**config.mk**
```make
export PLATFORM = sky130hd
export DESIGN_NAME = bit_serializer
export DESIGN_NICKNAME = d
export VERILOG_FILES = /design/src/rtl/bit_serializer.sv
export SDC_FILE = /design/constraint.sdc
export NUM_CORES = 1
export LEC_CHECK = 0
export ABC_AREA = 1
export CAP_MARGIN = 20
export CORE_UTILIZATION = 54
export CTS_CLUSTER_DIAMETER = 50
export DETAILED_ROUTE_END_ITERATION = 6
export PLACE_DENSITY = 0.81
export SLEW_MARGIN = 20
export SYNTH_ARGS = -nofsm -noshare
export SYNTH_HDL_FRONTEND = slang
export SYNTH_SLANG_ARGS = --single-unit
export TNS_END_PERCENT = 100
```
**constraint.sdc**
```tcl
create_clock -name clk -period 3.8 [get_ports clk]
set_clock_uncertainty 0.1 [all_clocks]
set_input_delay 0.38 -clock clk [delete_from_list [all_inputs] [get_ports clk]]
set_output_delay 0.38 -clock clk [all_outputs]
set_load 0.02 [all_outputs]
```
**src/rtl/bit_serializer.sv**
```systemverilog
`default_nettype none
// ============================================================================
// Module      : bit_serializer
// Description : Parallel-to-serial shifter with a one-word holding register,
//               giving a gap-free bit stream for back-to-back words.
// Revision    : 1.0 - initial release
// ============================================================================
module bit_serializer #(
    parameter int WIDTH     = 8,
    parameter bit MSB_FIRST = 1'b1
) (
    input  logic             clk,
    input  logic             rst,
    input  logic [WIDTH-1:0] in_data,
    input  logic             in_valid,
    output logic             in_ready,
    output logic             sout,
    output logic             sout_valid,
    output logic             frame_start,
    output logic             busy
);

    localparam int                 c_CNT_W = $clog2(WIDTH);
    localparam logic [c_CNT_W-1:0] c_LAST  = c_CNT_W'(WIDTH - 1);

    typedef enum logic [0:0] {
        S_IDLE  = 1'b0,
        S_SHIFT = 1'b1
    } state_t;

    state_t             r_state;
    logic [c_CNT_W-1:0] r_cnt;
    logic [WIDTH-1:0]   r_shift;
    logic [WIDTH-1:0]   r_hold;
    logic               r_hold_full;
    logic               r_sout;
    logic               r_sout_valid;
    logic               r_frame_start;
    logic               r_busy;

    state_t             w_state_nxt;
    logic [c_CNT_W-1:0] w_cnt_nxt;
    logic [WIDTH-1:0]   w_shift_nxt;
    logic [WIDTH-1:0]   w_shift_adv;
    logic [WIDTH-1:0]   w_hold_nxt;
    logic               w_hold_full_nxt;
    logic               w_load;
    logic               w_head;
    logic               w_accept;
    logic               w_load_slot;

    assign in_ready    = !r_hold_full;
    assign w_accept    = in_valid && !r_hold_full;
    assign w_load_slot = (r_state == S_IDLE) || (r_cnt == c_LAST);

    // The head bit is whichever end of the shifter leaves first.
    generate
        if (MSB_FIRST) begin : g_msb_first
            assign w_head      = w_shift_nxt[WIDTH-1];
            assign w_shift_adv = {r_shift[WIDTH-2:0], 1'b0};
        end else begin : g_lsb_first
            assign w_head      = w_shift_nxt[0];
            assign w_shift_adv = {1'b0, r_shift[WIDTH-1:1]};
        end
    endgenerate

    always_comb begin
        w_state_nxt     = r_state;
        w_cnt_nxt       = r_cnt;
        w_shift_nxt     = r_shift;
        w_hold_nxt      = r_hold;
        w_hold_full_nxt = r_hold_full;
        w_load          = 1'b0;

        if (w_load_slot) begin
            // A held word always has priority; accept is impossible while it is full.
            if (r_hold_full) begin
                w_load          = 1'b1;
                w_shift_nxt     = r_hold;
                w_hold_full_nxt = 1'b0;
            end else if (w_accept) begin
                w_load      = 1'b1;
                w_shift_nxt = in_data;
            end else begin
                w_state_nxt = S_IDLE;
                w_cnt_nxt   = '0;
                w_shift_nxt = '0;
            end
            if (w_load) begin
                w_state_nxt = S_SHIFT;
                w_cnt_nxt   = '0;
            end
        end else begin
            w_cnt_nxt   = r_cnt + c_CNT_W'(1);
            w_shift_nxt = w_shift_adv;
            if (w_accept) begin
                w_hold_nxt      = in_data;
                w_hold_full_nxt = 1'b1;
            end
        end
    end

    always_ff @(posedge clk) begin
        if (rst) begin
            r_state       <= S_IDLE;
            r_cnt         <= '0;
            r_shift       <= '0;
            r_hold        <= '0;
            r_hold_full   <= 1'b0;
            r_sout        <= 1'b0;
            r_sout_valid  <= 1'b0;
            r_frame_start <= 1'b0;
            r_busy        <= 1'b0;
        end else begin
            r_state       <= w_state_nxt;
            r_cnt         <= w_cnt_nxt;
            r_shift       <= w_shift_nxt;
            r_hold        <= w_hold_nxt;
            r_hold_full   <= w_hold_full_nxt;
            r_sout        <= (w_state_nxt == S_SHIFT) && w_head;
            r_sout_valid  <= (w_state_nxt == S_SHIFT);
            r_frame_start <= w_load;
            r_busy        <= (w_state_nxt == S_SHIFT) || w_hold_full_nxt;
        end
    end

    assign sout        = r_sout;
    assign sout_valid  = r_sout_valid;
    assign frame_start = r_frame_start;
    assign busy        = r_busy;

endmodule
`default_nettype wire
```
==> impl_results.md, run 1 <==
* Status: completed
* Vias in the first global route at between 700 and 800
* CP required at 3.32 ns
* Post-Syn Area at between 900 and 1000 µm²
* CTS Root Cell: clkbuf_4
* Slew @ Worst Pin at between 0.5 and 0.6 ns
* Initial antenna violation count at 0
* Antenna Violating Nets Remaining at 0
* Setup violators final at 0
* Share of the cycle needed by the critical path after routing at ~56%
* Ys Warns at 0
* Via-to-Cell Ratio at ~5.0
* CTS tree: done
* CP max stage delay at around 0.65 ns
* Peak Freq at between 0.4 and 0.5 GHz
* P_leak at slightly below 0.5 nW
* Syn Inst Count at ~120
* Ant diodes at 0
* Crit path buf inv count at 2
* CTS buffer count at 3
* Fin nets at between 150 and 200
* DR DRC count at 0
* H-Tree Depth at 1
* Die area at between 1500 and 2000 µm²
* Commonest cells after routing, fill and taps aside: nand2_1, nor2_1, dfxtp_1
* Fin crit period at roughly 2.1 ns
* CP delay by family, top: buffers and inverters
* Starting Density at between 60% and 70%
* Design Area, Final at approximately 1100 µm²
* R2r setup slk at roughly 2.3 ns
* Post-DP Area at 1120 µm²
* Fillers at about 130
* VDD IR max at 275 µV
* Drt total wl at around 1.8 mm
* I/O Buffers at 15
* RSZ-0062 raised after global routing: no
* Max-Cap Viols at 0
* Post-DP HPWL at roughly 1.3 mm
* Initial DRC Count at 15
* Net Count, Synth at ~140
* Total I/O pin count at 16
* Chip height at ~44 µm
* Critical Path AT at 1.64 ns
* Reg clk slew, reported paths at between 0.1 and 0.15 ns
* Slowest CP cell: dfxtp_1
* Synthesized area per cell at between 7 and 8 µm²
* Routed length per instance at 11.0 µm
* Critical path startpoint category: flop
* Dpl ws at 1.93 ns
* Gp weighted congestion at 0.751
* Routed via count at about 800
* Core region area at approximately 1600 µm²
* Slew headroom at approximately 67%
* Largest net degree at the start of global routing at 18
* Critical Path Source: r_hold_full$_SDFF_PP0_
* Share of post-route cells with drive strength above 1 at 8.63%
* Crit path cell chain: inv_2 -> clkdlybuf4s50_1
* Cts repair resizes at 0
* Hold Fails Final Rpt at 0
* Post-route worst setup slack at roughly 1.7 ns
* Total track usage at 22.8%
* Clock insertion delay at the later pin of the skew report at ~0.32 ns
* CTS Sinks at 23
* Setup TNS Final at 0 ns
* DRT Pass-1 Iters at 4
* RR Startpoint: r_cnt[0]$_SDFFE_PP0P_
* First-pass GRT wire length at roughly 3.2 mm
* Worst hold start: r_cnt[0]$_SDFFE_PP0P_
* Seq/Total Area, Yosys at 47.4%
* # Post-CTS Setup Buffers at 0
* Area grow syn2layout at 17.6%
* Worst Path Max Fanout at 10
* Site Rows at 14
* WS Path Type: reg -> out
* Final core occ at a little under three quarters
* Die width at ~44 µm
* HP Class: reg -> reg
* Critical Path End Type: output pin
* Netlist cell types at 18
* Total congestion overflow at 0
* PwrDens at about 410 nW/µm²
* Number of synthesized register bits at 23
* Max Slew Vio Count at 0
* Max clock buf depth at 2
* Hold-fix buffers, CTS at 0
metrics by stage:
stage | power (W) | std cells | hold slack, ns
global route | 0.000496 | 163 | 0.371
CTS | 0.000475 | 163 | 0.362
floorplan | 0.000336 | 124 | 0.299
finish | 0.000473 | 163 | 0.354
detailed placement | 0.000364 | 159 | 0.345
global placement | 0.000360 | 159 | 0.309
cells in the mapped netlist:
library cell | instances | area (µm²)
nor2_4 | 2 | 22.5
inv_2 | 3 | 11.3
nand2_4 | 1 | 11.3
o21ai_0 | 6 | 30.0
a21oi_1 | 6 | 30.0
buf_2 | 1 | 5.00
inv_1 | 5 | 18.8
nand2_2 | 1 | 6.26
ha_1 | 2 | 25.0
buf_4 | 1 | 7.51
nor2_8 | 1 | 20.0
dfxtp_1 | 23 | 460
nor2_1 | 29 | 109
nand2_1 | 29 | 109
nand3_1 | 3 | 15.0
a21oi_2 | 1 | 8.76
nand3b_1 | 8 | 60.1
buf_6 | 2 | 22.5
per-layer routing:
metal	up-vias	track usage [%]	wire [µm]
met5	-	0	0
met4	0	12.7	46
met3	5	6.12	59
met2	18	40.3	896
met1	369	24.2	789
li1	420	-	-
worst register-to-register path, stage by stage (launching register included):
cell,delay [ns]
dfxtp_1,0.34
ha_1,0.20
ha_1,0.23
inv_2,0.09
nand2_4,0.12
nor2_4,0.24
nor2_1,0.06
nor2_1,0.10
sequential cells by signal (all words and copies together), names as in the netlist:
| register | cells |
|---|---|
| r_shift | 7 |
| r_hold_full | 1 |
| sout | 1 |
| frame_start | 1 |
| r_hold | 8 |
| busy | 1 |
| sout_valid | 1 |
| r_cnt | 3 |
where the power goes:
| part | switching (W) | leakage [nW] | internal, W |
|---|---|---|---|
| clock network | 0.0000732 | 0.0150 | 0.0000411 |
| registers | 0.0000106 | 0.190 | 0.000261 |
| logic | 0.0000490 | 0.292 | 0.0000384 |
| total | 0.000133 | 0.497 | 0.000340 |
area by class of cell:
cell class	count	area [µm²]	area share, %
clock buffer	4	26.3	2.30
tap	24	30.0	2.63
sequential	23	460	40.3
timing repair buffer	15	150	13.1
inverter	8	30.0	2.63
multi-input combinational	89	447	39.1
cell families after synthesis:
| logic type | after synthesis | synth area share (%) |
|---|---|---|
| AOI/OAI and AO/OA | 13 | 7.08 |
| adders and majority gates | 2 | 2.57 |
| buffers and inverters | 12 | 6.69 |
| DFF | 23 | 47.4 |
| and+or+nand+nor | 74 | 36.3 |
worst paths after layout:
path | cells past startpoint | end
setup / recovery | 2 | in_ready
hold / removal | 1 | r_cnt[0]$_SDFFE_PP0P_
setup reg to reg | 7 | r_hold[1]$_SDFFE_PP0P_
hold reg to reg | 1 | r_cnt[0]$_SDFFE_PP0P_
Note: power is estimated with default switching activity, not from simulation.
==> inputs of run 2 (changes only) <==
Settings changed: CORE_UTILIZATION 54 to 45, PLACE_DENSITY 0.81 to 0.72.
Clock period 3.8 ns to 1.75 ns, I/O delays scaled along.
==> run 2 against run 1 <==
  * Non-clock buffer count rose by 2
  * Sequential share of layout area fell by 0.69 points
  * Die area rose by 19%
  * Combinational power rose by 130%
  * Wire length fell by 1.7%
  * Hold slack got worse by 0.014 ns
  * Critical path depth fell by 1
  * First-iteration DRC count rose by 13%
  * Critical path type unchanged
  * Critical endpoint is now sout_valid
  * Largest power group unchanged
==> impl_results.md, run 2 (synthesized netlist as in run 1, its figures left out) <==
* Setup violators final at 0 (unchanged)
* CTS Root Cell: clkbuf_4 (unchanged)
* Slowest CP cell: clkdlybuf4s50_1 (was dfxtp_1)
* Routed length per instance at 10.5 µm (was 11.0 µm)
* Antenna Violating Nets Remaining at 0 (unchanged)
* Site Rows at 16 (was 14)
* Final Power at 0.00103 W (was 0.000473 W)
* Starting Density at 48.6% (was 61.0%)
* Share of post-route cells with drive strength above 1 at 10.6% (was 8.63%)
* Largest net degree at the start of global routing at 17 (was 18)
* Hold-fix buffers, CTS at 0 (unchanged)
* Fin crit period at between 1.5 and 2 ns
* CP max stage delay at 0.64 ns (was 0.65 ns)
* Drt total wl at 1.76 mm (was 1.79 mm)
* Area grow syn2layout at 19.7% (was 17.6%)
* CTS tree: done (unchanged)
* VDD IR max at 390 µV (was 275 µV)
* Critical Path End Type: output pin (unchanged)
* DR DRC count at 0 (unchanged)
* CP required at 1.47 ns (was 3.32 ns)
* Hold Fails Final Rpt at 0 (unchanged)
* CTS buffer count at 3 (unchanged)
* Die area at 2350 µm² (was 1970 µm²)
* Die width at 48.5 µm (was 44.4 µm)
* Status: completed (unchanged)
* Critical Path AT at 1.38 ns (was 1.64 ns)
* P_leak at 0.509 nW (was 0.497 nW)
* Total I/O pin count at 16 (unchanged)
* Core region area at 2000 µm² (was 1590 µm²)
* Crit path buf inv count at 1 (was 2)
* Vias in the first global route at 758 (was 768)
* Cts repair resizes at 0 (unchanged)
* H-Tree Depth at 1 (unchanged)
* Slew @ Worst Pin at 0.235 ns (was 0.501 ns)
* Share of the cycle needed by the critical path after routing at a little over nine tenths
* Reg clk slew, reported paths at 0.12 ns (was 0.11 ns)
* I/O Buffers at 15 (unchanged)
* Final Non-Filler Cells at 168 (was 163)
* Commonest cells after routing, fill and taps aside: nand2_1, nor2_1, dfxtp_1 (unchanged)
* Setup TNS Final at 0 ns (unchanged)
* CTS Sinks at 23 (unchanged)
* Fillers at 182 (was 128)
* Max-Cap Viols at 0 (unchanged)
* Routed via count at 797 (was 812)
* Chip height at 48.5 µm (was 44.4 µm)
* WS Path Type: reg -> out (unchanged)
* # placed instances at 164 (was 159)
* Slew headroom at 84.3% (was 66.6%)
* Post-DP HPWL at 1.27 mm (was 1.25 mm)
* Via-to-Cell Ratio at 4.74 (was 4.98)
* Max clock buf depth at 2 (unchanged)
* Critical path startpoint category: flop (unchanged)
* Clock insertion delay at the later pin of the skew report at 0.30 ns (was 0.32 ns)
* Worst Path Max Fanout at 4 (was 10)
* HP Class: reg -> reg (unchanged)
* Total congestion overflow at 0 (unchanged)
* Largest register by flop count: r_hold (unchanged)
* CP delay by family, top: buffers and inverters (unchanged)
* Peak Freq at 0.606 GHz
* First-pass GRT wire length at 3.25 mm (was 3.17 mm)
* Gp weighted congestion at 0.766 (was 0.751)
* Initial antenna violation count at 0 (unchanged)
* Crit path cell chain: clkdlybuf4s50_1 (was inv_2 -> clkdlybuf4s50_1)
* Largest regs: r_hold: 8 flops, r_shift: 7 flops, r_cnt: 3 flops (unchanged)
* Initial DRC Count at 17 (was 15)
* Max Slew Vio Count at 0 (unchanged)
* # Post-CTS Setup Buffers at 0 (unchanged)
* Total track usage at 17.3% (was 22.8%)
* Ant diodes at 0 (unchanged)
* RSZ-0062 raised after global routing: no (unchanged)
* Largest register FFs at 8 (unchanged)
* PwrDens at 887 nW/µm² (was 414 nW/µm²)
* DRT Pass-1 Iters at 4 (unchanged)
* Fin nets at 155 (was 153)
==> run 2: cell types whose count changed in the layout (fill, tap and decap cells not counted) <==
| cell | previous run | this run |
|---|---|---|
| buf_4 | 0 | 2 |
| clkbuf_1 | 1 | 0 |
| clkinv_2 | 0 | 1 |
==> run 2: power breakdown <==
part	internal, W	leakage (nW)	switching [W]
registers	0.000566	0.190	0.0000175
logic	0.0000865	0.302	0.000113
clock network	0.0000853	0.0177	0.000164
total	0.000738	0.509	0.000294
==> run 2: layout make-up <==
class                           count  area [µm²]  share of cell area [%]
Sequential cell                    23         460                    39.6
Multi-Input combinational cell     89         447                    38.4
Timing Repair Buffer               17         165                    14.2
Tap cell                           27        33.8                    2.90
Inverter                            8        30.0                    2.58
Clock buffer                        3        22.5                    1.94
Clock inverter                      1        5.00                   0.430
==> run 2: worst paths after layout <==
check / start / slack, ns / to / cells after the start
worst max-delay path: sout_valid$_SDFF_PP0_ / 0.1 / sout_valid / 1
worst min-delay path: r_cnt[0]$_SDFFE_PP0P_ / 0.34 / r_cnt[0]$_SDFFE_PP0P_ / 1
worst max register to register: r_cnt[0]$_SDFFE_PP0P_ / 0.22 / r_hold[0]$_SDFFE_PP0P_ / 7
worst min register to register: r_cnt[0]$_SDFFE_PP0P_ / 0.34 / r_cnt[0]$_SDFFE_PP0P_ / 1
==> run 2: metal layers <==
metal / share of wire [%] / GRT usage (%)
met1: 51 / 22.6
met2: 45 / 29.6
met3: 3.4 / 3.14
met4: 0 / 4.41
met5: 0 / 0
==> run 2: through the flow <==
stage	instance area, µm²	hold slack [ns]	worst slack [ns]	utilization (%)
5_1_grt	1160	0.351	0.0327	58.1
3_3_place_gp	1140	0.306	0.306	56.8
2_1_floorplan	972	0.211	0.329	-
6_report	1160	0.341	0.0999	58.1
4_1_cts	1160	0.340	0.0836	58.1
3_5_place_dp	1140	0.318	0.235	56.8
==> inputs of run 3 (changes only) <==
Settings changed: CTS_CLUSTER_SIZE set to 25, GPL_TIMING_DRIVEN set to 0, REMOVE_ABC_BUFFERS set to 1.
==> run 3 against run 2 <==
  * Sequential cell count is the same
  * Register-to-register slack lost 0.02 ns
  * Combinational power shrank 6%
  * Critical endpoint unchanged
  * Largest cell class unchanged
==> impl_results.md, run 3 (synthesized netlist as in run 1, its figures left out) <==
* Initial antenna violation count at 0 (unchanged)
* Site Rows at 16 (unchanged)
* Hold-fix buffers, CTS at 0 (unchanged)
* Net switching power at 0.000283 W (was 0.000294 W)
* Status: completed (unchanged)
* PwrDens at 884 nW/µm² (was 887 nW/µm²)
* Via-to-Cell Ratio at 4.79 (was 4.74)
* Comb pwr share at 18.4% (was 19.3%)
* Routed length per instance at 10.6 µm (was 10.5 µm)
* Total track usage at 16.8% (was 17.3%)
* Slew @ Worst Pin at 0.464 ns (was 0.235 ns)
* Routed via count at 795 (was 797)
* Antenna Violating Nets Remaining at 0 (unchanged)
* FF-to-FF End: r_hold[5]$_SDFFE_PP0P_ (was r_hold[0]$_SDFFE_PP0P_)
* Internal cell power at 0.000737 W (was 0.000738 W)
* Final Power at 0.00102 W (was 0.00103 W)
* Clk network pwr share at 24.0% (was 24.2%)
* Clock insertion delay at the later pin of the skew report at 0.31 ns (was 0.30 ns)
* I/O Buffers at 15 (unchanged)
* CP required at 1.47 ns (about the same)
* Sw frac at 27.7% (was 28.5%)
* Worst r2r path cells at 7 (unchanged)
* Critical Path AT at 1.37 ns (was 1.38 ns)
* RR Startpoint: r_cnt[0]$_SDFFE_PP0P_ (unchanged)
* Fin crit period at 1.64 ns (was 1.65 ns)
* DR DRC count at 0 (unchanged)
* Critical Path Source: sout_valid$_SDFF_PP0_ (unchanged)
* Final core occ at 57.6% (was 58.1%)
* HP Class: in -> reg (was reg -> reg)
* Core region area at 2000 µm² (unchanged)
* Drt total wl at 1.76 mm (unchanged)
* Starting Density at 48.6% (unchanged)
* Share of post-route cells with drive strength above 1 at 9.35% (was 10.6%)
* CTS tree: done (unchanged)
* Post-DP Area at 1120 µm² (was 1140 µm²)
* P_leak at 0.499 nW (was 0.509 nW)
* First-pass GRT wire length at 3.03 mm (was 3.25 mm)
* Reg clk slew, reported paths at 0.12 ns (about the same)
* Crit path buf inv count at 1 (unchanged)
* Fin nets at 153 (was 155)
* WS Path Type: reg -> out (unchanged)
* Initial DRC Count at 8 (was 17)
* Setup TNS Final at 0 ns (unchanged)
* CTS Sinks at 23 (unchanged)
* Die width at 48.5 µm (unchanged)
* Max Slew Vio Count at 0 (unchanged)
* Crit path cell chain: clkdlybuf4s50_1 (unchanged)
* Fillers at 194 (was 182)
* Largest register FFs at 8 (unchanged)
* Post-DP HPWL at 1.18 mm (was 1.27 mm)
* Critical path depth at 1 (unchanged)
* Total I/O pin count at 16 (unchanged)
* Slowest CP cell: clkdlybuf4s50_1 (unchanged)
* Area grow syn2layout at 18.7% (was 19.7%)
* Slew headroom at 69.0% (was 84.3%)
* Vias in the first global route at 703 (was 758)
* Hold Fails Final Rpt at 0 (unchanged)
* R2r setup slk at 0.20 ns (was 0.22 ns)
* CTS Root Cell: clkbuf_4 (unchanged)
* Sequential power share at 57.6% (was 56.5%)
* Max clock buf depth at 2 (unchanged)
* CP delay by family, top: buffers and inverters (unchanged)
* Critical Path End Type: output pin (unchanged)
* Commonest cells after routing, fill and taps aside: nand2_1, nor2_1, dfxtp_1 (unchanged)
* Gp weighted congestion at 0.759 (was 0.766)
* VDD IR max at 549 µV (was 390 µV)
* Share of the cycle needed by the critical path after routing at 94.0% (was 94.3%)
* RSZ-0062 raised after global routing: no (unchanged)
* Setup violators final at 0 (unchanged)
* Critical path startpoint category: flop (unchanged)
* CP max stage delay at 0.63 ns (was 0.64 ns)
* Chip height at 48.5 µm (unchanged)
* Worst Path Max Fanout at 4 (unchanged)
* Design Area, Final at 1150 µm² (was 1160 µm²)
* Largest register by flop count: r_hold (unchanged)
* Largest regs: r_hold: 8 flops, r_shift: 7 flops, r_cnt: 3 flops (unchanged)
* CTS buffer count at 3 (unchanged)
* Min Hold Slack at 0.336 ns (was 0.341 ns)
* Ant diodes at 0 (unchanged)
* DRT Pass-1 Iters at 4 (unchanged)
* Die area at 2350 µm² (unchanged)
* Peak Freq at 0.608 GHz (was 0.606 GHz)
* Total congestion overflow at 0 (unchanged)
* H-Tree Depth at 1 (unchanged)
* Worst Setup EP: sout_valid (unchanged)
* Max-Cap Viols at 0 (unchanged)
* Largest net degree at the start of global routing at 18 (was 17)
-- run 3: cell types whose count changed in the layout (fill, tap and decap cells not counted) --
cell             previous run  this run
clkbuf_1                    0         1
dlymetal6s2s_1              0         1
dfxtp_1                    23        22
buf_4                       2         0
clkdlybuf4s50_1            15        14
clkinv_2                    1         0
dfxtp_4                     0         1
-- run 3: how the worst min path moves through the flow --
stage                                        to  cells past startpoint  slack, ns                   from
final                     r_shift[0]$_SDFF_PP0_                      3       0.34             in_data[0]
after global routing      r_shift[0]$_SDFF_PP0_                      3       0.34             in_data[0]
after CTS                 r_shift[0]$_SDFF_PP0_                      3       0.34             in_data[0]
after detailed placement  r_cnt[0]$_SDFFE_PP0P_                      1       0.33  r_cnt[0]$_SDFFE_PP0P_
after global placement    r_cnt[0]$_SDFFE_PP0P_                      1       0.31  r_cnt[0]$_SDFFE_PP0P_
after floorplan           r_shift[1]$_SDFF_PP0_                      2       0.21             in_data[1]
-- run 3: layout make-up --
class / instances / area (µm²) / area share (%)
sequential: 23 / 464 / 40.2
multi-input combinational: 89 / 447 / 38.7
timing repair buffer: 15 / 153 / 13.2
tap: 27 / 33.8 / 2.93
inverter: 8 / 30.0 / 2.60
clock buffer: 4 / 26.3 / 2.28
-- run 3: power groups by stage --
stage               clock (W)  sequential [W]  combinational (W)
finish               0.000245        0.000587           0.000188
global route         0.000272        0.000593           0.000211
CTS                  0.000247        0.000588           0.000190
detailed placement          0        0.000600           0.000189
global placement            0        0.000599           0.000186
floorplan                   0        0.000607           0.000110
-- run 3: through the flow --
step | setup slack, ns | std cells
2_1_floorplan | 0.394 | 120
3_3_place_gp | 0.0715 | 162
3_5_place_dp | 0.0151 | 162
4_1_cts | 0.0398 | 166
5_1_grt | 0.0682 | 166
6_report | 0.106 | 166
-- run 3: repair_timing --
item | CTS | global route
resized for setup | 2 | 1
setup endpoints to repair | 1 | 1
setup buffers | 0 | 0
pin swaps | 0 | 0
-- run 3: metal layers --
metal | wire length [µm] | vias to the layer above | global-route usage (%) | part of all wire, %
met5 | 0 | - | 0 | 0
met4 | 38 | 0 | 8.82 | 2.2
met3 | 44 | 5 | 2.83 | 2.5
met2 | 852 | 11 | 29.1 | 48
met1 | 825 | 361 | 19.9 | 47
li1 | - | 418 | - | -
==> patch 1: new RTL, settings of run 1 <==
`WIDTH`: 8 -> 16.
--- a/src/rtl/bit_serializer.sv
+++ b/src/rtl/bit_serializer.sv
@@ -6,7 +6,7 @@
 // Revision    : 1.0 - initial release
 // ============================================================================
 module bit_serializer #(
-    parameter int WIDTH     = 8,
+    parameter int WIDTH     = 16,
     parameter bit MSB_FIRST = 1'b1
 ) (
     input  logic             clk,
Interface: changed (resized in_data); port bits go from 16 to 24. No check against the original RTL was run, so the function may have changed too.
==> patch 1 against run 1 <==
Area after synthesis up 88%; global-route usage decreased by 0.88 points; highest routed layer unchanged; total power grew 70%; combinational power rose by 35%; maximum frequency is 13% lower; setup slack worse by 310 ps; sequential cell count up 17; wire length rose by 90%; sequential power rose by 68%; cell area up 85%.
==> patch 1: results <==
clock_tree:
  clk_pin_slew_ps: 110
  cts_buffers: 5
  cts_max_path_buffers: 2
  htreeDepth: 2
  root_buffer: "clkbuf_4"
  ctsHoldBuffers: 0
  postCtsSetupRepairBufs: 0
  cts_resized: 0
  worstSkewPairLatency_ps: 330
synth:
  avgSynthCellArea_um2: 6.777
  syn-num-nets: 289
  synthTopCellsByArea: "dfxtp_1 44%, nand2_1 19%, inv_1 11%, nand4_1 5.5%, nor2_1 4.5%"
  synth_common_cells: "94 x nand2_1, 51 x inv_1, 40 x dfxtp_1"
  yosys_warnings: 0
  yosysSeqAreaShare_pct: 43.93
  ys_types: 20
  synth_ff_type: "dfxtp_1"
  synthArstFlopShare_pct: 0
placement:
  post-place-ws_ps: 1554
  placed_cell_area_um2: 2049
  hpwl_mm: 2.215
  dp.cells: 325
  port_buffers: 23
  place_congestion: 0.7850
worst_setup_path:
  path_max_fanout: 20
  ff2ff_path_depth: 4
  cp_top_family: "flip-flops"
  cp_slowest_cell: "dfxtp_1"
  cpPeakStageDelay_ps: 870
  arrival_ps: 1940
final_layout:
  diodes: 0
  drive_above_1_share_pct: 5.903
  final_net_count: 308
  largestRegisters: "r_hold x16, r_shift x15, r_cnt x4"
worst_hold_path:
  hp-class: "register to register"
  hold-path-cell-count: 2
global_routing:
  antenna_found_initial: 0
  grt_pass1_vias: 1397
  grt_max_degree: 33
  grt_pass1_wl_mm: 5.947
  track_usage_pct: 21.89
detailed_routing:
  vias: 1565
  wl_per_cell_um: 10.27
  drt_pass1_iterations: 4
  wirelength_mm: 3.409
  first_iter_violations: 79
timing:
  final-setup-viol-count: 0
  tightestPinTransition_ps: 824.4
outcome:
  status: "complete, no violations"
pwr:
  p_leak_nw: 1.063
  max-vdd-ir-drop_v: 0.0003239
[patch 1: per-layer routing]
metal / GRT usage (%) / wire length (µm) / up-vias
li1: - / - / 843
met1: 27.49 / 1627 / 668
met2: 35.95 / 1539 / 49
met5: 0 / 0 / -
met3: 5.844 / 209 / 5
met4: 7.309 / 33 / 0
[patch 1: area by class of cell]
type	count	area, µm²
Multi-Input combinational cell	163	755.7
Inverter	55	207.7
Tap cell	44	55.05
Fill cell	275	1013
Sequential cell	40	800.8
Clock buffer	7	65.06
Timing Repair Buffer	23	230.2
[patch 1: logic make-up after synthesis]
group	share of synthesized area [%]
buf+inv	14.62
simple gates	34.59
xor+xnor	0.9611
fa+ha+maj	0.6862
compound gates	5.216
flops	43.93
[patch 1: per-stage QoR]
stage / utilization (%) / power [mW]
detailed placement: 65.52 / 0.5835
floorplan: - / 0.5431
global placement: 65.52 / 0.5817
global route: 67.60 / 0.8511
CTS: 67.60 / 0.8095
finish: 67.60 / 0.8042
[patch 1: report_power, final]
group	leakage [nW]	switching (mW)	internal, mW
sequential	0.328	0.0132	0.443
clock	0.0374	0.125	0.105
combinational	0.697	0.0677	0.0500
total	1.06	0.206	0.598
[patch 1: path summary, 6_finish.rpt]
| check | start | endpoint | slack [ps] |
|---|---|---|---|
| setup / recovery | sout_valid | sout_valid | 1380 |
| hold / removal | r_shift[1] | r_shift[2] | 340 |
| setup reg to reg | sout_valid | r_cnt[3] | 1980 |
| hold reg to reg | r_shift[1] | r_shift[2] | 340 |
